### src/rtl/wave_shaper.sv
// -----------------------------------------------------------------------------
// wave_shaper
//
// Converts the oscillator bank's per-voice phase counters into unsigned 8-bit
// waveform samples for the signal mixer. Each sample-rate strobe starts a
// sweep over all voices. For each voice the sweep:
//   - snapshots the voice's counter and limit,
//   - runs one shared 8-step restoring divider to get the phase
//     p = floor(count*256 / (lim+1)),
//   - shapes p into a square, saw or triangle sample,
//   - writes the result into a shadow bank.
// After the last voice, the whole shadow bank is copied to the outputs in a
// single cycle, so the mixer never sees a half-updated set of samples.
//
// Per-voice timing: 1 LOAD + 8 DIV + 1 WRITE = 10 cycles, so a 12-voice
// sweep takes 120 cycles.
//
// Ports
//   clk        system clock
//   n_rst      asynchronous, active-high reset
//   start_i    one-cycle sample-rate strobe; starts a sweep when idle
//   modekey_i  one-cycle pulse; steps the mode square -> saw -> triangle
//   counts_i   per-voice oscillator counters   (NVOICE x CNTW)
//   lims_i     per-voice counter wrap limits   (NVOICE x CNTW)
//   samples_o  per-voice shaped samples        (NVOICE x 8)
//   mode_o     current mode: 0 square, 1 saw, 2 triangle
//   busy_o     high while a sweep is running
//   done_o     one-cycle pulse in the cycle the new samples appear
// -----------------------------------------------------------------------------
module wave_shaper #(
    parameter int NVOICE = 12,
    parameter int CNTW   = 16
) (
    input  logic                          clk,
    input  logic                          n_rst,
    input  logic                          start_i,
    input  logic                          modekey_i,
    input  logic [NVOICE-1:0][CNTW-1:0]   counts_i,
    input  logic [NVOICE-1:0][CNTW-1:0]   lims_i,
    output logic [NVOICE-1:0][7:0]        samples_o,
    output logic [1:0]                    mode_o,
    output logic                          busy_o,
    output logic                          done_o
);

    localparam int IW = (NVOICE > 1) ? $clog2(NVOICE) : 1;

    localparam logic [1:0] MODE_SQUARE = 2'd0;
    localparam logic [1:0] MODE_SAW    = 2'd1;
    localparam logic [1:0] MODE_TRI    = 2'd2;

    typedef enum logic [1:0] {
        ST_IDLE,
        ST_LOAD,
        ST_DIV,
        ST_WRITE
    } state_t;

    // -------------------------------------------------------------------------
    // State
    // -------------------------------------------------------------------------
    state_t                    state_q,      state_d;
    logic [1:0]                mode_q,       mode_d;
    logic [1:0]                sweep_mode_q, sweep_mode_d;
    logic [IW-1:0]             idx_q,        idx_d;

    // Divider: the remainder is always below the divisor (lim+1 <= 2^CNTW),
    // so CNTW+1 bits are enough to hold it between iterations.
    logic [CNTW:0]             rem_q,        rem_d;
    logic [CNTW:0]             dvs_q,        dvs_d;
    logic [7:0]                quo_q,        quo_d;
    logic [2:0]                iter_q,       iter_d;
    logic                      clamp_q,      clamp_d;

    logic [NVOICE-1:0][7:0]    shadow_q,     shadow_d;
    logic [NVOICE-1:0][7:0]    samples_q,    samples_d;
    logic                      done_q,       done_d;

    // -------------------------------------------------------------------------
    // Datapath helpers
    // -------------------------------------------------------------------------
    logic [CNTW-1:0]           count_sel;
    logic [CNTW-1:0]           lim_sel;
    logic [CNTW+1:0]           rem_shift;
    logic [CNTW:0]             rem_sub;
    logic                      rem_ge;
    logic [7:0]                phase;
    logic [7:0]                shaped;
    logic [NVOICE-1:0][7:0]    commit_vec;

    assign count_sel = counts_i[idx_q];
    assign lim_sel   = lims_i[idx_q];

    // The dividend is count*256, i.e. count followed by eight zero bits.
    // When count <= lim, count < lim+1, so the upper quotient bits are zero.
    // Seeding the remainder with count and shifting in eight zeros therefore
    // yields the full 8-bit quotient in eight steps.
    assign rem_shift = {rem_q, 1'b0};
    assign rem_ge    = (rem_shift >= {1'b0, dvs_q});

    // Only used when rem_ge holds. In that case rem_shift < 2*divisor, so the
    // low CNTW+1 bits of the difference are exact.
    assign rem_sub   = rem_shift[CNTW:0] - dvs_q;

    // A counter past its limit (e.g. the limit was lowered under a running
    // oscillator) is treated as the end of the period.
    assign phase = clamp_q ? 8'hFF : quo_q;

    // Shaping. The test p < 128 is just !p[7], and 255-p is ~p for 8 bits,
    // so the triangle needs no subtractor.
    always_comb begin
        shaped = phase;
        case (sweep_mode_q)
            MODE_SQUARE: shaped = phase[7] ? 8'h00 : 8'hFF;
            MODE_SAW:    shaped = phase;
            MODE_TRI:    shaped = phase[7] ? {~phase[6:0], 1'b0}
                                           : { phase[6:0], 1'b0};
            default:     shaped = phase;
        endcase
    end

    // Commit image: the shadow bank with the voice being written this cycle
    // already substituted, so the last voice lands in the same commit.
    generate
        for (genvar gi = 0; gi < NVOICE; gi++) begin : g_commit
            assign commit_vec[gi] = (idx_q == IW'(gi)) ? shaped : shadow_q[gi];
        end
    endgenerate

    // -------------------------------------------------------------------------
    // Next-state logic
    // -------------------------------------------------------------------------
    always_comb begin
        state_d      = state_q;
        mode_d       = mode_q;
        sweep_mode_d = sweep_mode_q;
        idx_d        = idx_q;
        rem_d        = rem_q;
        dvs_d        = dvs_q;
        quo_d        = quo_q;
        iter_d       = iter_q;
        clamp_d      = clamp_q;
        shadow_d     = shadow_q;
        samples_d    = samples_q;
        done_d       = 1'b0;

        // The mode key works in every state. A running sweep keeps using its
        // own latched copy of the mode.
        if (modekey_i) begin
            mode_d = (mode_q >= MODE_TRI) ? MODE_SQUARE : mode_q + 2'd1;
        end

        case (state_q)
            ST_IDLE: begin
                // mode_q is the value from before any simultaneous key press.
                if (start_i) begin
                    sweep_mode_d = mode_q;
                    idx_d        = '0;
                    state_d      = ST_LOAD;
                end
            end

            ST_LOAD: begin
                rem_d   = {1'b0, count_sel};
                dvs_d   = {1'b0, lim_sel} + (CNTW+1)'(1);
                quo_d   = '0;
                iter_d  = '0;
                clamp_d = (count_sel > lim_sel);
                state_d = ST_DIV;
            end

            ST_DIV: begin
                rem_d  = rem_ge ? rem_sub : rem_shift[CNTW:0];
                quo_d  = {quo_q[6:0], rem_ge};
                iter_d = iter_q + 3'd1;
                if (iter_q == 3'd7) begin
                    state_d = ST_WRITE;
                end
            end

            ST_WRITE: begin
                shadow_d[idx_q] = shaped;
                if (idx_q == IW'(NVOICE-1)) begin
                    samples_d = commit_vec;
                    done_d    = 1'b1;
                    state_d   = ST_IDLE;
                end else begin
                    idx_d   = idx_q + IW'(1);
                    state_d = ST_LOAD;
                end
            end

            default: state_d = ST_IDLE;
        endcase
    end

    // -------------------------------------------------------------------------
    // Registers
    // -------------------------------------------------------------------------
    // Reset aborts a sweep outright. The committed samples are cleared along
    // with the shadow bank, so no partial result can ever reach the mixer.
    always_ff @(posedge clk or posedge n_rst) begin
        if (n_rst) begin
            state_q      <= ST_IDLE;
            mode_q       <= MODE_SQUARE;
            sweep_mode_q <= MODE_SQUARE;
            idx_q        <= '0;
            rem_q        <= '0;
            dvs_q        <= '0;
            quo_q        <= '0;
            iter_q       <= '0;
            clamp_q      <= 1'b0;
            shadow_q     <= '0;
            samples_q    <= '0;
            done_q       <= 1'b0;
        end else begin
            state_q      <= state_d;
            mode_q       <= mode_d;
            sweep_mode_q <= sweep_mode_d;
            idx_q        <= idx_d;
            rem_q        <= rem_d;
            dvs_q        <= dvs_d;
            quo_q        <= quo_d;
            iter_q       <= iter_d;
            clamp_q      <= clamp_d;
            shadow_q     <= shadow_d;
            samples_q    <= samples_d;
            done_q       <= done_d;
        end
    end

    // -------------------------------------------------------------------------
    // Outputs
    // -------------------------------------------------------------------------
    assign samples_o = samples_q;
    assign mode_o    = mode_q;
    assign busy_o    = (state_q != ST_IDLE);
    assign done_o    = done_q;

endmodule

### config.mk
export PLATFORM = sky130hd
export DESIGN_NAME = wave_shaper
export DESIGN_NICKNAME = d
export VERILOG_FILES = /design/src/rtl/wave_shaper.sv
export SDC_FILE = /design/constraint.sdc
export NUM_CORES = 1
export LEC_CHECK = 0
export ABC_CLOCK_PERIOD_IN_PS = 9200
export BUFFER_PORTS_ARGS = -buffer_cell sky130_fd_sc_hd__clkbuf_2
export CORE_AREA = 2 2 192 194
export DETAILED_ROUTE_END_ITERATION = 10
export DIE_AREA = 0 0 194 196
export GPL_ROUTABILITY_DRIVEN = 0
export PLACE_DENSITY = 0.66
export SLEW_MARGIN = 20
export SYNTH_ARGS = -nofsm -noshare
export SYNTH_HDL_FRONTEND = slang
export SYNTH_SLANG_ARGS = --single-unit
### constraint.sdc
create_clock -name clk -period 9.2 [get_ports clk]
set_clock_uncertainty 0.1 [all_clocks]
set_input_delay 0 -clock clk [delete_from_list [all_inputs] [get_ports clk]]
set_output_delay 0 -clock clk [all_outputs]
set_load 0.01 [all_outputs]
# Yosys cells after proc, flatten, opt, wreduce, memory -nomap -nowiden
# Cells that the tools add are included.
# word_totals
rom_bits	0
mem_bits_rw	0
memories	0
output_inout_bits	100
latchBits	0
ff_bits	249
inputBits	388
word_cells	111
# classes
n_shift	0
n_eq_ne	19
multipliers	0
div	0
bitwise_logic	1
n_lt_le_gt_ge	5
n_addsub	5
n_reduce_logical	11
muxes	36
# op_table
operator	count
binary-select mux 16 bit (select 4 bit)	2
2-to-1 mux 8 bit	15
bitwise mux 96 bit	1
one-hot mux 17 bit (2 select lines)	1
demux 8 bit (select 4 bit)	1
2-to-1 mux 16 bit	2
one-hot mux 8 bit (2 select lines)	2
>= comparator 18 x 17 -> 1 bit	1
adder 16 x 1 -> 17 bit, second input constant	1
2-to-1 mux 17 bit	1
subtractor 17 bit	1
== test 4 x 3 -> 1 bit, second input constant	4
== test 4 bit, second input constant	4
> comparator 16 bit	1
== test 4 x 2 -> 1 bit, second input constant	2
2-to-1 mux 4 bit	2
one-hot mux 2 bit (4 select lines)	1
one-hot mux 4 bit (2 select lines)	1
inverter 7 bit	1
== test 2 bit, second input constant	3
2-to-1 mux 2 bit	3
inequality test 2 bit, second input constant	3
one-hot mux 3 bit (2 select lines)	1
AND reduction 2 bit	3
15 further kinds	20

# Depth between registers and ports, before layout
# depth
word_depth	5
ltp_mapped	17
depth_no_buf	13

# Worst setup path after synthesis
# OpenSTA, ideal clock, no wires.
# synth_path
path_type	reg-to-reg
start	register idx_q[0]
end	register clamp_q
setup_ps	120
path_stages_with_launch	18
t_arrival_ps	3480
required_time_ps	8980
period_less_slack_ps	3700
n_path_buf	5
setup_slack_ps	5500
path_cell_list	dfrtp_1 > buf_6 > buf_8 > buf_6 > buf_6 > buf_2 > mux4_2 > mux2i_1 > o21ai_0 > ha_1 > a21o_1 > a21oi_1 > o21ai_0 > a21o_1 > a21o_1 > a21oi_1 > o31ai_1 > a31o_2
# synth_via
elab_chain_len	3
elab_cells_between_ends	5
classes_between	order compare (1); mux (4)
# synth_lines
element	line_no	text
from (decl)	65	logic [IW-1:0] idx_q, idx_d;
from (signal assigned)	220	idx_q <= idx_d;
binary-select mux 16 bit (select 4 bit), on equally long branches	91, 92	
2-to-1 mux 16 bit, on equally long branches	91, 92	
> comparator 16 bit (*)	168	clamp_d = (count_sel > lim_sel);
to (signal assigned)	225	clamp_q <= clamp_d;
to (decl)	73	logic clamp_q, clamp_d;
# Mark *: on every way between the ends. The rest lies on a longest branch, timed or not. The select of a mux whose other input is x is not followed.
# A chain may end at the register's enable or synchronous reset.

# Worst setup path in the final report
# Ends and elaborated chain as after synthesis.

==> results by group <==
Status
  • Status: complete, no violations

Detailed routing
  • Vias: between 10,000 and 15,000
  • Antenna-violating nets left: 0
  • Initial DRC Count: 971
  • DRT Pass-1 Iters: 5
  • Routed WL per cell: 22.87 µm
  • Drt drc: 0
  • Vias per cell: 5.555
  • WL final: 54,300 µm

Logic synthesis
  • Part of the Yosys area used for sequential elements: 42.35%
  • Post-synthesis cell count: 1,436
  • Synth Area per Inst: 9.917 µm²
  • Top FF cell, synth: dfrtp_1
  • Post-synth top area share: 42.35%
  • Post-synth cell types: 63
  • FF+latch count, synth: 241
  • Largest area contributor in the netlist: dfrtp_1
  • Yosys warnings: 0
  • Syn Nets: 1,870
  • EDFF count, synth: 0
  • Ys async rst share: 100.0%
  • Largest cells by area after synthesis: dfrtp_1, mux4_2, nand2_1, o21ai_0, ha_1
  • Post-Syn Area: 0.01424 mm²

Critical path
  • Slack of the worst reg-to-reg path: 4.26 ns
  • Crit Path Category: flip-flop to flip-flop
  • Critical Path Fanout Max: 54
  • Crit path required time: 9.53 ns
  • CP Launch Type: flip-flop
  • WP data arrival: roughly 5.3 ns
  • CP Capture Type: flip-flop

Cells and area
  • Share of layout cells above drive strength 1: 34.60%
  • Area Growth Syn to Fin: 26.78%
  • Nets: 2,313

Power and ir drop
  • Pwr Density: 169.7 mW/mm²
  • VDD IR max: 164.4 µV
  • Pleak: 8.956 nW

Timing
  • Achievable Freq: 202.3 MHz
  • Min Tclk post-route: 4.943 ns
  • Total negative slack: 0 ns
  • RSZ-0062 raised after global routing: no
  • Final Max Slew Viols: 0
  • Tcrit/Tclk final: 53.73%
  • Worst slew margin: 29.10%
  • Hold slack: around 0.0063 ns
  • Worst-Margin Slew: between 1 and 1.5 ns
  • # setup viols final: 0
  • Endpoints failing hold: 0

GRT
  • All-layer global routing usage: 28.00%
  • Grt total ovfl: 0
  • Initial antenna violation count: 14
  • First-pass GRT wire length: 80,490 µm
  • Pin count of the biggest net entering global routing: 115
  • Vias in the first global route: between 10,000 and 15,000

CTS
  • Cts hold-fix bufs: 8
  • CTS Buffer Depth: 3
  • CTS resizes: 0
  • Clock tree sinks: 241
  • H-tree levels: 1
  • Post-CTS Setup Bufs: 0
  • Worst-skew pair later-pin latency: 0.54 ns
  • CTS tree: done
  • Clock buffer count from CTS: 26
  • Clock transition at path regs: 0.06 ns
  • Root Driver: clkbuf_16

Floorplan
  • Chip width: approximately 190 µm
  • Die area: 0.03802 mm²
  • Initial core utilization: a little under 40%
  • Rows: 70
  • # IOs: 488
  • Core area: 0.03608 mm²
  • Die Y: around 200 µm

Run
  • Max-Cap Viols: 0

Min path
  • Worst Hold Class: primary input to flip-flop

Placed design
  • PortBufs: a little under 500
  • Hpwl dp: approximately 42,000 µm
cells in the final DEF, fill, tap and decap left out, drive strengths merged, types with 5 or more instances in the layout:
master	netlist	routed
mux4	96	96
nand2b	11	11
a22o	5	5
nand3	88	88
o21ai	163	163
a221o	8	8
and3	5	5
dfrtp	241	241
a22oi	9	9
o31ai	5	5
mux2i	42	42
nor2	62	62
nand2	324	324
a21o	18	18
diode	0	7
inv	45	45
dlygate4sd3	0	8
o2bb2ai	8	8
xnor2	21	21
nand4	6	6
buf	35	18
nor2b	7	7
ha	45	45
a31oi	9	9
nor3	5	5
a21oi	54	54
clkbuf	63	522
xor2	6	6
clkinv	0	8
o22ai	14	14
where the power goes:
part	internal, mW	switching, mW	leakage [nW]
combinational	0.339	0.391	5.29
sequential	1.13	0.0706	3.20
clock	0.688	0.444	0.464
total	2.16	0.905	8.96
worst max-delay path, cell delays in order, from the launching register on:
cell and delay (ns):
dfrtp_4 0.94, buf_4 0.88, mux4_2 0.60, dlygate4sd3_1 0.57, nand2_1 0.06, o21ai_0 0.11, ha_1 0.23, a21o_1 0.15
a21oi_1 0.15, o21ai_0 0.11, a21o_1 0.18, a21o_1 0.17, a21oi_1 0.18, o31ai_1 0.10, a31o_2 0.23
logic make-up after synthesis:
family	Yosys count	synth area share, %
simple gates	524	15.71
compound gates	313	12.94
flops	241	42.35
buf+inv	143	4.375
mux	142	18.87
fa+ha+maj	46	4.094
xor+xnor	27	1.661
through the flow:
stage | power [mW] | worst slack (ns) | cells | utilization [%] | area [µm²]
finish | 3.063 | 4.257 | 2374 | 50.03 | 18050
global route | 3.194 | 3.872 | 2373 | 50.03 | 18050
detailed placement | 1.931 | 4.515 | 2311 | 47.16 | 17020
CTS | 3.070 | 4.219 | 2367 | 49.98 | 18030
global placement | 1.919 | 4.587 | 2311 | 47.16 | 17020
floorplan | 1.673 | 2.484 | 1436 | - | 14240
synth_stat cells, types with 6 or more instances:
cell type  instances
a221o_1            8
mux4_1            16
buf_2             12
ha_1              45
o22ai_1           14
buf_4              6
a31oi_1            9
nand4_1            6
a22oi_1            9
xor2_1             6
buf_1             11
a21o_1            18
mux4_2            80
o2bb2ai_1          8
nand2_1          323
mux2i_1           42
o21ai_0          163
nor2b_1            7
nand2b_1          11
a21oi_1           53
nand3_1           88
inv_1             45
dfrtp_1          241
nor2_1            61
clkbuf_1          63
xnor2_1           21
worst paths after layout:
kind | start | endpoint | cells past startpoint
min in group asynchronous | n_rst | samples_o[59]$_DFFE_PP0P_ | 3
worst max register to register | idx_q[0]$_DFFE_PP0P_ | clamp_q$_DFFE_PP0N_ | 14
worst min-delay path | counts_i[163] | rem_q[3]$_DFFE_PP0P_ | 5
max in group asynchronous | n_rst | samples_o[3]$_DFFE_PP0P_ | 5
worst max-delay path | idx_q[0]$_DFFE_PP0P_ | clamp_q$_DFFE_PP0N_ | 14
worst min register to register | samples_o[45]$_DFFE_PP0P_ | samples_o[45]$_DFFE_PP0P_ | 2
metal layers:
metal / GRT usage, % / routed length (µm)
met1: 33.44 / 20410
met2: 46.67 / 26370
met3: 6.447 / 3856
met4: 16.02 / 3634
met5: 0 / 29
registers in the layout (all words and copies together), names as in the netlist:
name and flops:
mode_o 2, shadow_q 88, dvs_q 17, rem_q 17, sweep_mode_q 2, clamp_q 1
quo_q 8, state_q 2, samples_o 96, idx_q 4, iter_q 3, done_o 1
layout make-up:
type,instances,area (µm²)
fillers,3379,18030
multi-input cells,1052,7642
flip-flops and latches,241,6040
repair buffers,513,2656
clock buffers,35,754.5
well taps,468,585.6
clock inverters,13,182.7
inverters,45,176.4
diodes,7,17.52
No activity file was read; power rests on OpenSTA's default activity.
